**config.mk**
```make
export PLATFORM = sky130hd
export DESIGN_NAME = ddr_burst_arbiter
export DESIGN_NICKNAME = d
export VERILOG_FILES = /design/src/rtl/ddr_burst_arbiter.sv
export SDC_FILE = /design/constraint.sdc
export NUM_CORES = 1
export LEC_CHECK = 0
export CORE_AREA = 2 2 264 266
export DETAILED_ROUTE_END_ITERATION = 10
export DIE_AREA = 0 0 266 268
export DONT_BUFFER_PORTS = 1
export GPL_TIMING_DRIVEN = 0
export PLACE_DENSITY_LB_ADDON = 0.15
export RECOVER_POWER = 100
export SETUP_SLACK_MARGIN = 0.05
export SYNTH_ARGS = -nofsm -noshare
export SYNTH_HDL_FRONTEND = slang
export SYNTH_SLANG_ARGS = --single-unit
```
**constraint.sdc**
```tcl
create_clock -name mem_clk -period 2.5 [get_ports mem_clk]
set_input_delay 0.5 -clock mem_clk [delete_from_list [all_inputs] [get_ports mem_clk]]
set_output_delay 0.5 -clock mem_clk [all_outputs]
set_load 0.02 [all_outputs]
```
**src/rtl/ddr_burst_arbiter.sv**
```systemverilog
// Round-robin arbiter that multiplexes NUM_CH cache clients onto one DDR burst port,
// with burst-length clamping, a zero-length fast path and a per-burst watchdog.
module ddr_burst_arbiter #(
    parameter int unsigned NUM_CH         = 4,
    parameter int unsigned DDR_DATA_WIDTH = 128,
    parameter int unsigned DDR_ADDR_WIDTH = 28,
    parameter int unsigned CH_DATA_WIDTH  = 32,
    parameter int unsigned MAX_BURST      = 64,
    parameter int unsigned TIMEOUT        = 1024
) (
    input  logic                               mem_clk,
    input  logic                               rst,
    input  logic [NUM_CH-1:0]                  ch_req,
    input  logic [NUM_CH-1:0]                  ch_we,
    input  logic [NUM_CH*DDR_ADDR_WIDTH-1:0]   ch_addr,
    input  logic [NUM_CH*10-1:0]               ch_len,
    input  logic [NUM_CH*CH_DATA_WIDTH-1:0]    ch_wdata,
    output logic [NUM_CH-1:0]                  ch_grant,
    output logic [NUM_CH-1:0]                  ch_wdata_req,
    output logic [CH_DATA_WIDTH-1:0]           ch_rdata,
    output logic [NUM_CH-1:0]                  ch_rvalid,
    output logic [NUM_CH-1:0]                  ch_done,
    output logic [NUM_CH-1:0]                  ch_err,
    output logic                               rd_burst_req,
    output logic                               wr_burst_req,
    output logic [DDR_ADDR_WIDTH-1:0]          rd_burst_addr,
    output logic [DDR_ADDR_WIDTH-1:0]          wr_burst_addr,
    output logic [9:0]                         rd_burst_len,
    output logic [9:0]                         wr_burst_len,
    output logic [DDR_DATA_WIDTH-1:0]          wr_burst_data,
    input  logic [DDR_DATA_WIDTH-1:0]          rd_burst_data,
    input  logic                               rd_burst_data_valid,
    input  logic                               wr_burst_data_req,
    input  logic                               rd_burst_finish,
    input  logic                               wr_burst_finish
);

    localparam int unsigned ID_W = (NUM_CH > 1) ? $clog2(NUM_CH) : 1;
    localparam int unsigned WD_W = $clog2(TIMEOUT + 1);
    localparam logic [WD_W-1:0] WD_LAST = WD_W'(TIMEOUT - 1);
    localparam logic [9:0] MAX_LEN = 10'(MAX_BURST);

    typedef enum logic [2:0] {
        S_IDLE,
        S_RD_BURST,
        S_WR_BURST,
        S_DONE,
        S_ABORT
    } state_t;

    state_t                     state_q;
    logic [ID_W-1:0]            id_q;
    logic [ID_W-1:0]            last_q;
    logic                       we_q;
    logic [DDR_ADDR_WIDTH-1:0]  addr_q;
    logic [9:0]                 len_q;
    logic [9:0]                 beat_q;
    logic [WD_W-1:0]            wd_q;
    logic                       rd_req_q;
    logic                       wr_req_q;
    logic [NUM_CH-1:0]          grant_q;
    logic [NUM_CH-1:0]          rvalid_q;
    logic [NUM_CH-1:0]          done_q;
    logic [NUM_CH-1:0]          err_q;
    logic [CH_DATA_WIDTH-1:0]   rdata_q;

    logic                       arb_valid;
    logic [ID_W-1:0]            arb_id;
    logic [9:0]                 arb_len_raw;
    logic [9:0]                 arb_len_d;
    int unsigned                arb_idx;

    // Search starts one past the last served channel and wraps.
    always_comb begin
        arb_valid = 1'b0;
        arb_id    = '0;
        arb_idx   = 0;
        for (int unsigned i = 1; i <= NUM_CH; i++) begin
            arb_idx = (32'(last_q) + i) % NUM_CH;
            if (!arb_valid && ch_req[ID_W'(arb_idx)]) begin
                arb_valid = 1'b1;
                arb_id    = ID_W'(arb_idx);
            end
        end
    end

    always_comb begin
        arb_len_raw = ch_len[arb_id*10 +: 10];
        arb_len_d   = (arb_len_raw > MAX_LEN) ? MAX_LEN : arb_len_raw;
    end

    always_ff @(posedge mem_clk) begin
        if (rst) begin
            state_q  <= S_IDLE;
            id_q     <= '0;
            last_q   <= ID_W'(NUM_CH - 1);
            we_q     <= 1'b0;
            addr_q   <= '0;
            len_q    <= '0;
            beat_q   <= '0;
            wd_q     <= '0;
            rd_req_q <= 1'b0;
            wr_req_q <= 1'b0;
            grant_q  <= '0;
            rvalid_q <= '0;
            done_q   <= '0;
            err_q    <= '0;
            rdata_q  <= '0;
        end else begin
            grant_q  <= '0;
            rvalid_q <= '0;
            done_q   <= '0;
            err_q    <= '0;
            case (state_q)
                S_IDLE: begin
                    if (arb_valid) begin
                        id_q            <= arb_id;
                        we_q            <= ch_we[arb_id];
                        addr_q          <= ch_addr[arb_id*DDR_ADDR_WIDTH +: DDR_ADDR_WIDTH];
                        len_q           <= arb_len_d;
                        beat_q          <= '0;
                        wd_q            <= '0;
                        grant_q[arb_id] <= 1'b1;
                        if (arb_len_d == '0) begin
                            state_q <= S_DONE;
                        end else if (ch_we[arb_id]) begin
                            state_q  <= S_WR_BURST;
                            wr_req_q <= 1'b1;
                        end else begin
                            state_q  <= S_RD_BURST;
                            rd_req_q <= 1'b1;
                        end
                    end
                end
                S_RD_BURST: begin
                    if (rd_burst_data_valid) begin
                        rdata_q        <= rd_burst_data[CH_DATA_WIDTH-1:0];
                        rvalid_q[id_q] <= 1'b1;
                        beat_q         <= beat_q + 10'd1;
                    end
                    if (rd_burst_finish) begin
                        state_q      <= S_DONE;
                        rd_req_q     <= 1'b0;
                        done_q[id_q] <= 1'b1;
                    end else if (rd_burst_data_valid) begin
                        wd_q <= '0;
                    end else if (wd_q == WD_LAST) begin
                        state_q     <= S_ABORT;
                        rd_req_q    <= 1'b0;
                        err_q[id_q] <= 1'b1;
                    end else begin
                        wd_q <= wd_q + 1'b1;
                    end
                end
                S_WR_BURST: begin
                    if (wr_burst_data_req) begin
                        beat_q <= beat_q + 10'd1;
                    end
                    if (wr_burst_finish) begin
                        state_q      <= S_DONE;
                        wr_req_q     <= 1'b0;
                        done_q[id_q] <= 1'b1;
                    end else if (wr_burst_data_req) begin
                        wd_q <= '0;
                    end else if (wd_q == WD_LAST) begin
                        state_q     <= S_ABORT;
                        wr_req_q    <= 1'b0;
                        err_q[id_q] <= 1'b1;
                    end else begin
                        wd_q <= wd_q + 1'b1;
                    end
                end
                S_DONE: begin
                    // A burst already pulsed done on its finish edge; the zero-length path pulses here.
                    if (len_q == '0) begin
                        done_q[id_q] <= 1'b1;
                    end
                    last_q  <= id_q;
                    state_q <= S_IDLE;
                end
                S_ABORT: begin
                    rd_req_q <= 1'b0;
                    wr_req_q <= 1'b0;
                    last_q   <= id_q;
                    state_q  <= S_IDLE;
                end
                default: state_q <= S_IDLE;
            endcase
        end
    end

    always_comb begin
        ch_wdata_req  = '0;
        wr_burst_data = '0;
        if (state_q == S_WR_BURST) begin
            ch_wdata_req[id_q]                = wr_burst_data_req;
            wr_burst_data[CH_DATA_WIDTH-1:0]  = ch_wdata[id_q*CH_DATA_WIDTH +: CH_DATA_WIDTH];
        end
    end

    assign ch_grant      = grant_q;
    assign ch_rvalid     = rvalid_q;
    assign ch_rdata      = rdata_q;
    assign ch_done       = done_q;
    assign ch_err        = err_q;
    assign rd_burst_req  = rd_req_q;
    assign wr_burst_req  = wr_req_q;
    assign rd_burst_addr = addr_q;
    assign wr_burst_addr = addr_q;
    assign rd_burst_len  = len_q;
    assign wr_burst_len  = len_q;

    // Upper read-data lanes, the latched direction and the beat count are not consumed downstream.
    logic unused_sigs;
    assign unused_sigs = ^{rd_burst_data, we_q, beat_q};

endmodule

```
# == Word level (Yosys, flattened, before mapping) ==
# Index checks and enable logic that the tools add are counted.
# totals
elab_cells,139
ff_bits,106
# op_classes
n_reduce_logical,23
shift,3
n_mux,64
n_lt_le_gt_ge,9
mul,2
add_sub_neg,5
n_eq_ne,15
bitwise_logic,5
# op_table
cell,count
$shiftx A128 B8 Y32,1
$shiftx A112 B8 Y28,1
$mux W11,6
$shiftx A40 B7 Y10,1
$mux W4,9
$pmux W11 S3,1
$mux W32,1
$mux W1,22
$logic_not A10 Y1,2
$lt A2 B3 Y1 const B,6
$mux W3,6
$mux W2,6
$ne A2 B2 Y1 const B,6
$ne A3 B3 Y1 const B,4
$pmux W4 S3,1
$reduce_and A6 Y1,2
$add A11 B1 Y11 const B,1
$eq A11 B10 Y1 const B,1
$bmux W1 S2,5
$gt A10 B7 Y1 const B,1
$mul A2 B3 Y5 const B,2
$mux W10,1
$pmux W3 S3,1
$reduce_bool A3 Y1,3
other kinds (19),36

# == Logic depth before layout (Yosys ltp) ==
# Gate-level depths: netlist (run 1).
# depth
ltp_word,21
ltp_mapped,11
mapped_depth_nobuf,8

# == Worst setup path after synthesis (run 1) ==
# Ideal clock, no wire load.
# synth_path
kind,reg2out
startpoint,register id_q[0]
endpoint,output port ch_wdata_req[1]
required_ps,2000
n_path_buf,3
t_arrival_ps,1700
stages_incl_launch_ff,5
setup_slack_ps,300
path_cell_list,dfxtp_1 -> clkbuf_1 -> buf_2 -> clkbuf_1 -> nor3b_1
# synth_between
elab_chain_len,6
elab_cells_between_ends,7
classes_between,order compare (2); mux (3); bitwise (1); reduce/logical (1)
# synth_lines
element,line,source
from (decl),52,logic [ID_W-1:0] id_q;
from (signal assigned),117,id_q <= arb_id;
$lt A2 B3 Y1 (implied by the code) / $ge A2 B1 Y1 (equally long branches),196,ch_wdata_req[id_q] = wr_burst_data_req;
$logic_and A1 B1 Y1 (implied by the code),196,
$mux W1 (implied by the code),196,
$demux W1 S2 (*),196,
$and A4 B4 Y4 (no source line) (*),-,
$mux W4 (*),195,if (state_q == S_WR_BURST) begin
to (decl),19,"output logic [NUM_CH-1:0] ch_wdata_req,"
# Mark *: on every way between the ends. The rest lies on a longest branch, timed or not.

# == Final worst setup path (run 1) ==
# layout_path
startpoint,register id_q[0]
endpoint,output port wr_burst_data[31]
# layout_between
elab_chain_len,2
# layout_lines
element,line,source
$shiftx A128 B8 Y32,197,wr_burst_data[CH_DATA_WIDTH-1:0] = ch_wdata[id_q*CH_DATA_WIDTH +: CH_DATA_WIDTH];
$mux W32,195,
to (decl),30,"output logic [DDR_DATA_WIDTH-1:0] wr_burst_data,"
# Every way passes these cells.

==> results of run 1 <==
==> cells by family (layout without fill, tap and decap cells) <==
logic type / count (synthesis) / count (layout) / share of synthesized area, %
buffers and inverters: 205 / 233 / 17.9
AND/OR/NAND/NOR: 473 / 473 / 29.5
flip-flops: 106 / 106 / 28.9
other: 1 / 110 / 0.0511
multiplexers: 42 / 42 / 11.2
adder cells (fa/ha/maj): 1 / 1 / 0.170
XOR/XNOR: 5 / 5 / 0.596
AO/OA/AOI/OAI: 130 / 130 / 11.6
==> power by group through the flow <==
stage               clock network [mW]  registers, mW  logic [mW]
floorplan                            0           2.58        3.34
global placement                     0           2.82        4.63
detailed placement                   0           2.81        4.62
CTS                               1.78           2.84        4.84
global route                      1.81           2.87        5.13
finish                            1.63           2.80        4.65
==> critical path, stage by stage, from the launching register on <==
cell and delay (ns):
sky130_fd_sc_hd__dfxtp_4 0.46, sky130_fd_sc_hd__clkbuf_2 0.18, sky130_fd_sc_hd__mux4_2 0.58, sky130_fd_sc_hd__and2_1 0.26
==> sequential cells by signal, summed over array words and instances, names as in the netlist <==
name / cells
ch_rdata: 32
ch_done: 4
ch_grant: 4
rd_burst_req: 1
wd_q: 11
last_q: 2
id_q: 2
ch_err: 4
rd_burst_len: 10
rd_burst_addr: 28
wr_burst_req: 1
ch_rvalid: 4
state_q: 3
==> repair_timing <==
action,4_1_cts,5_1_grt
gates resized for setup,65,37
setup endpoints to repair,82,44
hold endpoints to repair,0,0
setup buffers,10,7
pin swaps,6,13
==> worst max path at each step <==
| stage | from | endpoint | slack (ns) | cells past startpoint |
|---|---|---|---|---|
| after CTS | id_q[0] | wr_burst_data[26] | 0.04 | 3 |
| after global routing | id_q[0] | ch_wdata_req[1] | 0.004 | 3 |
| after detailed placement | id_q[0] | ch_wdata_req[1] | -0.88 | 4 |
| final | id_q[0] | wr_burst_data[31] | 0.11 | 3 |
| after global placement | id_q[0] | ch_wdata_req[1] | -0.85 | 4 |
| after floorplan | id_q[0] | ch_wdata_req[1] | 0.30 | 4 |
==> synth_stat cells, types with 2 or more instances <==
master | instances | area (µm²)
sky130_fd_sc_hd__a211oi_1 | 3 | 22.5
sky130_fd_sc_hd__a21oi_1 | 71 | 355
sky130_fd_sc_hd__a221oi_1 | 2 | 17.5
sky130_fd_sc_hd__a22o_1 | 5 | 43.8
sky130_fd_sc_hd__a311oi_1 | 2 | 17.5
sky130_fd_sc_hd__a31oi_1 | 6 | 37.5
sky130_fd_sc_hd__a32oi_1 | 3 | 26.3
sky130_fd_sc_hd__and2_1 | 34 | 213
sky130_fd_sc_hd__and3_1 | 11 | 68.8
sky130_fd_sc_hd__buf_1 | 5 | 18.8
sky130_fd_sc_hd__buf_2 | 17 | 85.1
sky130_fd_sc_hd__buf_4 | 134 | 1010
sky130_fd_sc_hd__buf_6 | 3 | 33.8
sky130_fd_sc_hd__clkbuf_1 | 39 | 146
sky130_fd_sc_hd__dfxtp_1 | 106 | 2120
sky130_fd_sc_hd__inv_1 | 7 | 26.3
sky130_fd_sc_hd__mux2i_1 | 10 | 100
sky130_fd_sc_hd__mux4_2 | 32 | 721
sky130_fd_sc_hd__nand2_1 | 243 | 912
sky130_fd_sc_hd__nand2b_1 | 7 | 43.8
sky130_fd_sc_hd__nand3_1 | 94 | 470
sky130_fd_sc_hd__nand3b_1 | 3 | 22.5
sky130_fd_sc_hd__nand4_1 | 2 | 12.5
sky130_fd_sc_hd__nor2_1 | 38 | 143
sky130_fd_sc_hd__nor3_1 | 14 | 70.1
sky130_fd_sc_hd__nor3b_1 | 4 | 30.0
sky130_fd_sc_hd__nor4_1 | 3 | 18.8
sky130_fd_sc_hd__o21a_1 | 2 | 15.0
sky130_fd_sc_hd__o21ai_0 | 14 | 70.1
sky130_fd_sc_hd__o21bai_1 | 2 | 15.0
sky130_fd_sc_hd__o221ai_1 | 3 | 26.3
sky130_fd_sc_hd__o22a_1 | 2 | 17.5
sky130_fd_sc_hd__o31a_1 | 2 | 17.5
sky130_fd_sc_hd__or3_1 | 8 | 50.1
sky130_fd_sc_hd__xor2_1 | 4 | 35.0
==> routing by layer <==
| layer | vias to the layer above | GRT usage, % | share of wire, % |
|---|---|---|---|
| li1 | 3326 | - | - |
| met5 | - | 0 | 0 |
| met2 | 446 | 18.9 | 51 |
| met3 | 63 | 4.04 | 9.1 |
| met4 | 0 | 6.32 | 5.0 |
| met1 | 3181 | 10.3 | 35 |
==> per-stage QoR <==
step / instances / utilization (%) / hold slack, ns / TNS [ns] / area, µm²
final: 1982 / 13.9 / 0.215 / 0 / 9480
after global routing: 1981 / 13.9 / 0.181 / 0 / 9480
after CTS: 1963 / 13.8 / 0.176 / 0 / 9430
after detailed placement: 1940 / 12.9 / 0.418 / -17.44 / 8800
after global placement: 1940 / 12.9 / 0.414 / -16.87 / 8800
after floorplan: 1058 / - / 0.404 / 0 / 7700
==> final cells by class <==
type                       instances  area, µm²
timing repair buffer              16        134
fill                            7904      58700
sequential                       106       2130
clock inverter                     7       91.3
tap                              882       1100
antenna                           14       35.0
buffer                           194       1220
multi-input combinational        747       4520
inverter                           7       26.3
clock buffer                       9        225
==> results.cfg, run 1 <==
[synthesis]
yosysUniqueCellTypes = 63
number_of_flops_mapped_to_enable_cells_by_yosys = 0
synth_seq_cells = 106
synth-seq-area-share_pct = 28.9
async_reset_ff_share_pct = 0
synthCells = 963
synth_top_flop_cell = sky130_fd_sc_hd__dfxtp_1
synthesized_area_um2 = 7340
ys.warnings.count = 0
per_instance_average_area_after_synthesis_um2 = 7.62

[sta]
fmaxAchievable_mhz = 418
postLayoutSetupSlackWorst_ns = 0.108
rsz0062_at_grt = yes
hold_viol = 0
timing.final.max_slew_violations = 0
period_needed_ns = 2.39
setup-violations-final = 0
timing.clock.skew_ns = 0.0157
worst_slew_pin_slew_ns = 0.926
max_slew_margin_pct = 37.8
final_critical_path_share_of_the_clock_period_pct = 95.7

[worst_setup_path]
worst_r2r_startpoint = last_q[1]
reg2reg_to = rd_burst_addr[8]
rrSetupSlack_ns = 0.13
cp_data_required_time_ns = 2.00
critPathCaptureType = output pin
criticalPathCategory = register to output pin
cp.arrival_ns = 1.89
rr_worst_depth = 11
critical_path_peak_fanout = 5
startpoint_types = register

[power]
power.sequential.fraction_pct = 30.8
combPwrFrac_pct = 51.2
power_frac_clock_pct = 17.9
pd_cells_nw_per_um2 = 958
design_power_mw = 9.08
internal-power_mw = 4.38
power.switching_fraction_pct = 51.8
peak_supply_drop_mv = 0.325
leakagePower_nw = 3.63
total_switching_power_mw = 4.70

[floorplan]
initial_utilization_pct = 10.8
boundaryPins = 680
core_region_area_um2 = 68200
die_h_um = 268
std_cell_rows = 96
die_w_um = 266
dieArea_um2 = 71300

[finish]
final_nets = 1504
drive_gt1_share_pct = 22.2
mostFrequentLayoutCell = sky130_fd_sc_hd__nand2_1
area_growth_syn_to_layout_pct = 29.2
layout.cells.most_common_list = sky130_fd_sc_hd__nand2_1 (240), sky130_fd_sc_hd__buf_4 (112), sky130_fd_sc_hd__dfxtp_1 (103)

[drt]
drc = 0
routed_via_density = 3.54
dr_total_vias = 7016
ant_nets = 0
routed_wire_length_per_instance_um = 19.9
first_pass_iters = 4
routed_wirelength_mm = 39.5
drt-initial-drc-count = 207

[clock_tree]
hold_buffers = 0
tritoncts = yes
cts_root_buffer = sky130_fd_sc_hd__clkbuf_16
cts.clk_slew.worst_paths_ns = 0.10
cts_sinks = 106
numCtsBuffers = 9
cts-htree-levels = 3
clockBufferDepth = 2
insertion_delay_ns = 0.40

[hold_path]
timing.hold.worst.start = rd_burst_data[10]
worst_hold_path_class = primary input to register
worstHoldEndpoint = ch_rdata[10]
worst_hold_path.num_cells = 2

[global_routing]
largest_net_degree_at_the_start_of_global_routing = 23
grt_pass1_wl_mm = 51.6
grt_antenna_before_repair = 16
grt_total_ovfl = 0
gr-usage-all-layers_pct = 10.5
first_global_vias = 7029

[place]
port_buffers = 0
hpwlAfterDp_mm = 33.5
place_congestion = 0.766
dp_slack_ns = -0.885

[outcome]
outcome = complete, no violations

[job]
drv_cap = 0
Note: power is estimated with default switching activity, not from simulation.
==> run 2, diff against run 1 <==
CAP_MARGIN = 10   (was unset)
==> results of run 2 <==
The final DEF is identical to that of run 1; final timing and power are the same.
==> run 3, diff against run 2 <==
MAX_ROUTING_LAYER = met4   (was unset)
==> run 3 against run 2 <==
Global-route usage is 0.32 points higher. Flip-flop and latch count stayed put. Wire length hardly changed. Combinational power hardly changed. Hold slack better by 0.0020 ns. Cell area hardly changed. Count of clock-buffer cells in the layout stayed put. Maximum frequency is 0.69% lower. Critical path type unchanged. Critical endpoint unchanged. Highest routed layer unchanged.
==> results.cfg, run 3 (same netlist as run 1, synthesis figures left out) <==
[worst_setup_path]
critPathTopFamily = multiplexers
rrSetupSlack_ns = 0.14
critical_path_peak_fanout = 5
criticalPathCategory = register to output pin
startpoint_types = register
timing.critical_path.cells = clkbuf_2 > mux4_2 > and2_1
slowest_cell_on_the_critical_path = sky130_fd_sc_hd__mux4_2
critical-path-max-stage-delay_ns = 0.59
cp_data_required_time_ns = 2.00
crit_buf_inv = 1
critPathCaptureType = output pin
cp.arrival_ns = 1.91

[finish]
area_growth_syn_to_layout_pct = 29.3
final_nets = 1504
final_area_um2 = 9490
layout.cells.most_common_list = sky130_fd_sc_hd__nand2_1 (240), sky130_fd_sc_hd__buf_4 (112), sky130_fd_sc_hd__dfxtp_1 (103)
filler_cells = 7904
mostFrequentLayoutCell = sky130_fd_sc_hd__nand2_1
drive_gt1_share_pct = 22.4
largest_register_ff_count = 32

[clock_tree]
numCtsBuffers = 9
cts_sinks = 106
cts-htree-levels = 3
cts_root_buffer = sky130_fd_sc_hd__clkbuf_16
cts.clk_slew.worst_paths_ns = 0.10
clockBufferDepth = 2
tritoncts = yes
insertion_delay_ns = 0.40

[job]
drv_cap = 0

[drt]
dr_total_vias = 6992
routed_wirelength_mm = 39.5
ant_nets = 0
drc = 0
first_pass_iters = 5
drt-initial-drc-count = 212
routed_wire_length_per_instance_um = 19.9
routed_via_density = 3.53

[place]
hpwlAfterDp_mm = 33.5
dpl-instance-area_um2 = 8800
port_buffers = 0
place_congestion = 0.778

[floorplan]
boundaryPins = 680
initial_utilization_pct = 10.8
die_w_um = 266
std_cell_rows = 96
dieArea_um2 = 71300
die_h_um = 268
core_region_area_um2 = 68200

[outcome]
outcome = complete, no violations

[global_routing]
grt_pass1_wl_mm = 51.6
grt_total_ovfl = 0
first_global_vias = 7032
gr-usage-all-layers_pct = 10.8
grt_antenna_before_repair = 16
largest_net_degree_at_the_start_of_global_routing = 23

[power]
pd_cells_nw_per_um2 = 957
design_power_mw = 9.09
leakagePower_nw = 3.62
peak_supply_drop_mv = 0.326

[sta]
max_slew_margin_pct = 37.5
final.setup.tns_ns = 0
timing.clock.skew_ns = 0.0141
worst_slew_pin_slew_ns = 0.930
rsz0062_at_grt = yes
timing.final.max_slew_violations = 0
setup-violations-final = 0
final_critical_path_share_of_the_clock_period_pct = 96.3
hold_viol = 0
period_needed_ns = 2.41
fmaxAchievable_mhz = 415

[hold_path]
worst_hold_path_class = primary input to register
-- run 3: changes by cell type in the layout (fill, tap and decap cells not counted), sizes merged --
cell,before,now
diode,14,13
-- run 3: cell type report --
type / instances / area [µm²] / share of cell area, %
Tap cell: 882 / 1100 / 11.6
Multi-Input combinational cell: 747 / 4520 / 47.6
Inverter: 7 / 26.3 / 0.277
Clock inverter: 7 / 91.3 / 0.962
Timing Repair Buffer: 16 / 134 / 1.41
Buffer: 194 / 1230 / 12.9
Clock buffer: 9 / 225 / 2.37
Sequential cell: 106 / 2130 / 22.5
Antenna cell: 13 / 32.5 / 0.343
-- run 3: timing repair --
action | in CTS | in global routing
setup endpoints to repair | 82 | 43
pin swaps | 6 | 11
setup buffers | 10 | 7
resized for setup | 65 | 39
hold buffers | 0 | 0
-- run 3: per-stage QoR --
| stage | setup WS [ns] | std cells | utilization [%] | hold WS (ns) |
|---|---|---|---|---|
| 2_1_floorplan | 0.300 | 1058 | - | 0.404 |
| 3_3_place_gp | -0.850 | 1940 | 12.9 | 0.414 |
| 3_5_place_dp | -0.885 | 1940 | 12.9 | 0.418 |
| 4_1_cts | 0.0443 | 1963 | 13.8 | 0.176 |
| 5_1_grt | 0.00883 | 1981 | 13.9 | 0.181 |
| 6_report | 0.0914 | 1981 | 13.9 | 0.217 |
-- run 3: worst paths after layout --
kind | startpoint | end | cells past startpoint
max | id_q[0] | wr_burst_data[31] | 3
min | rd_burst_data[10] | ch_rdata[10] | 2
max reg2reg | last_q[1] | state_q[0] | 10
min reg2reg | wd_q[10] | wd_q[10] | 2
-- run 3: where the power goes --
part / switching [mW] / internal [mW]
logic: 3.02 / 1.64
clock network: 0.899 / 0.730
registers: 0.778 / 2.03
-- run 3: per-layer routing --
metal	track usage, %	up-vias	part of all wire, %	wire (µm)
li1	-	3322	-	-
met5	-	-	0	0
met1	10.3	3173	35	14000
met2	18.9	426	51	20100
met4	6.32	0	5.0	1980
met3	3.95	71	8.8	3470
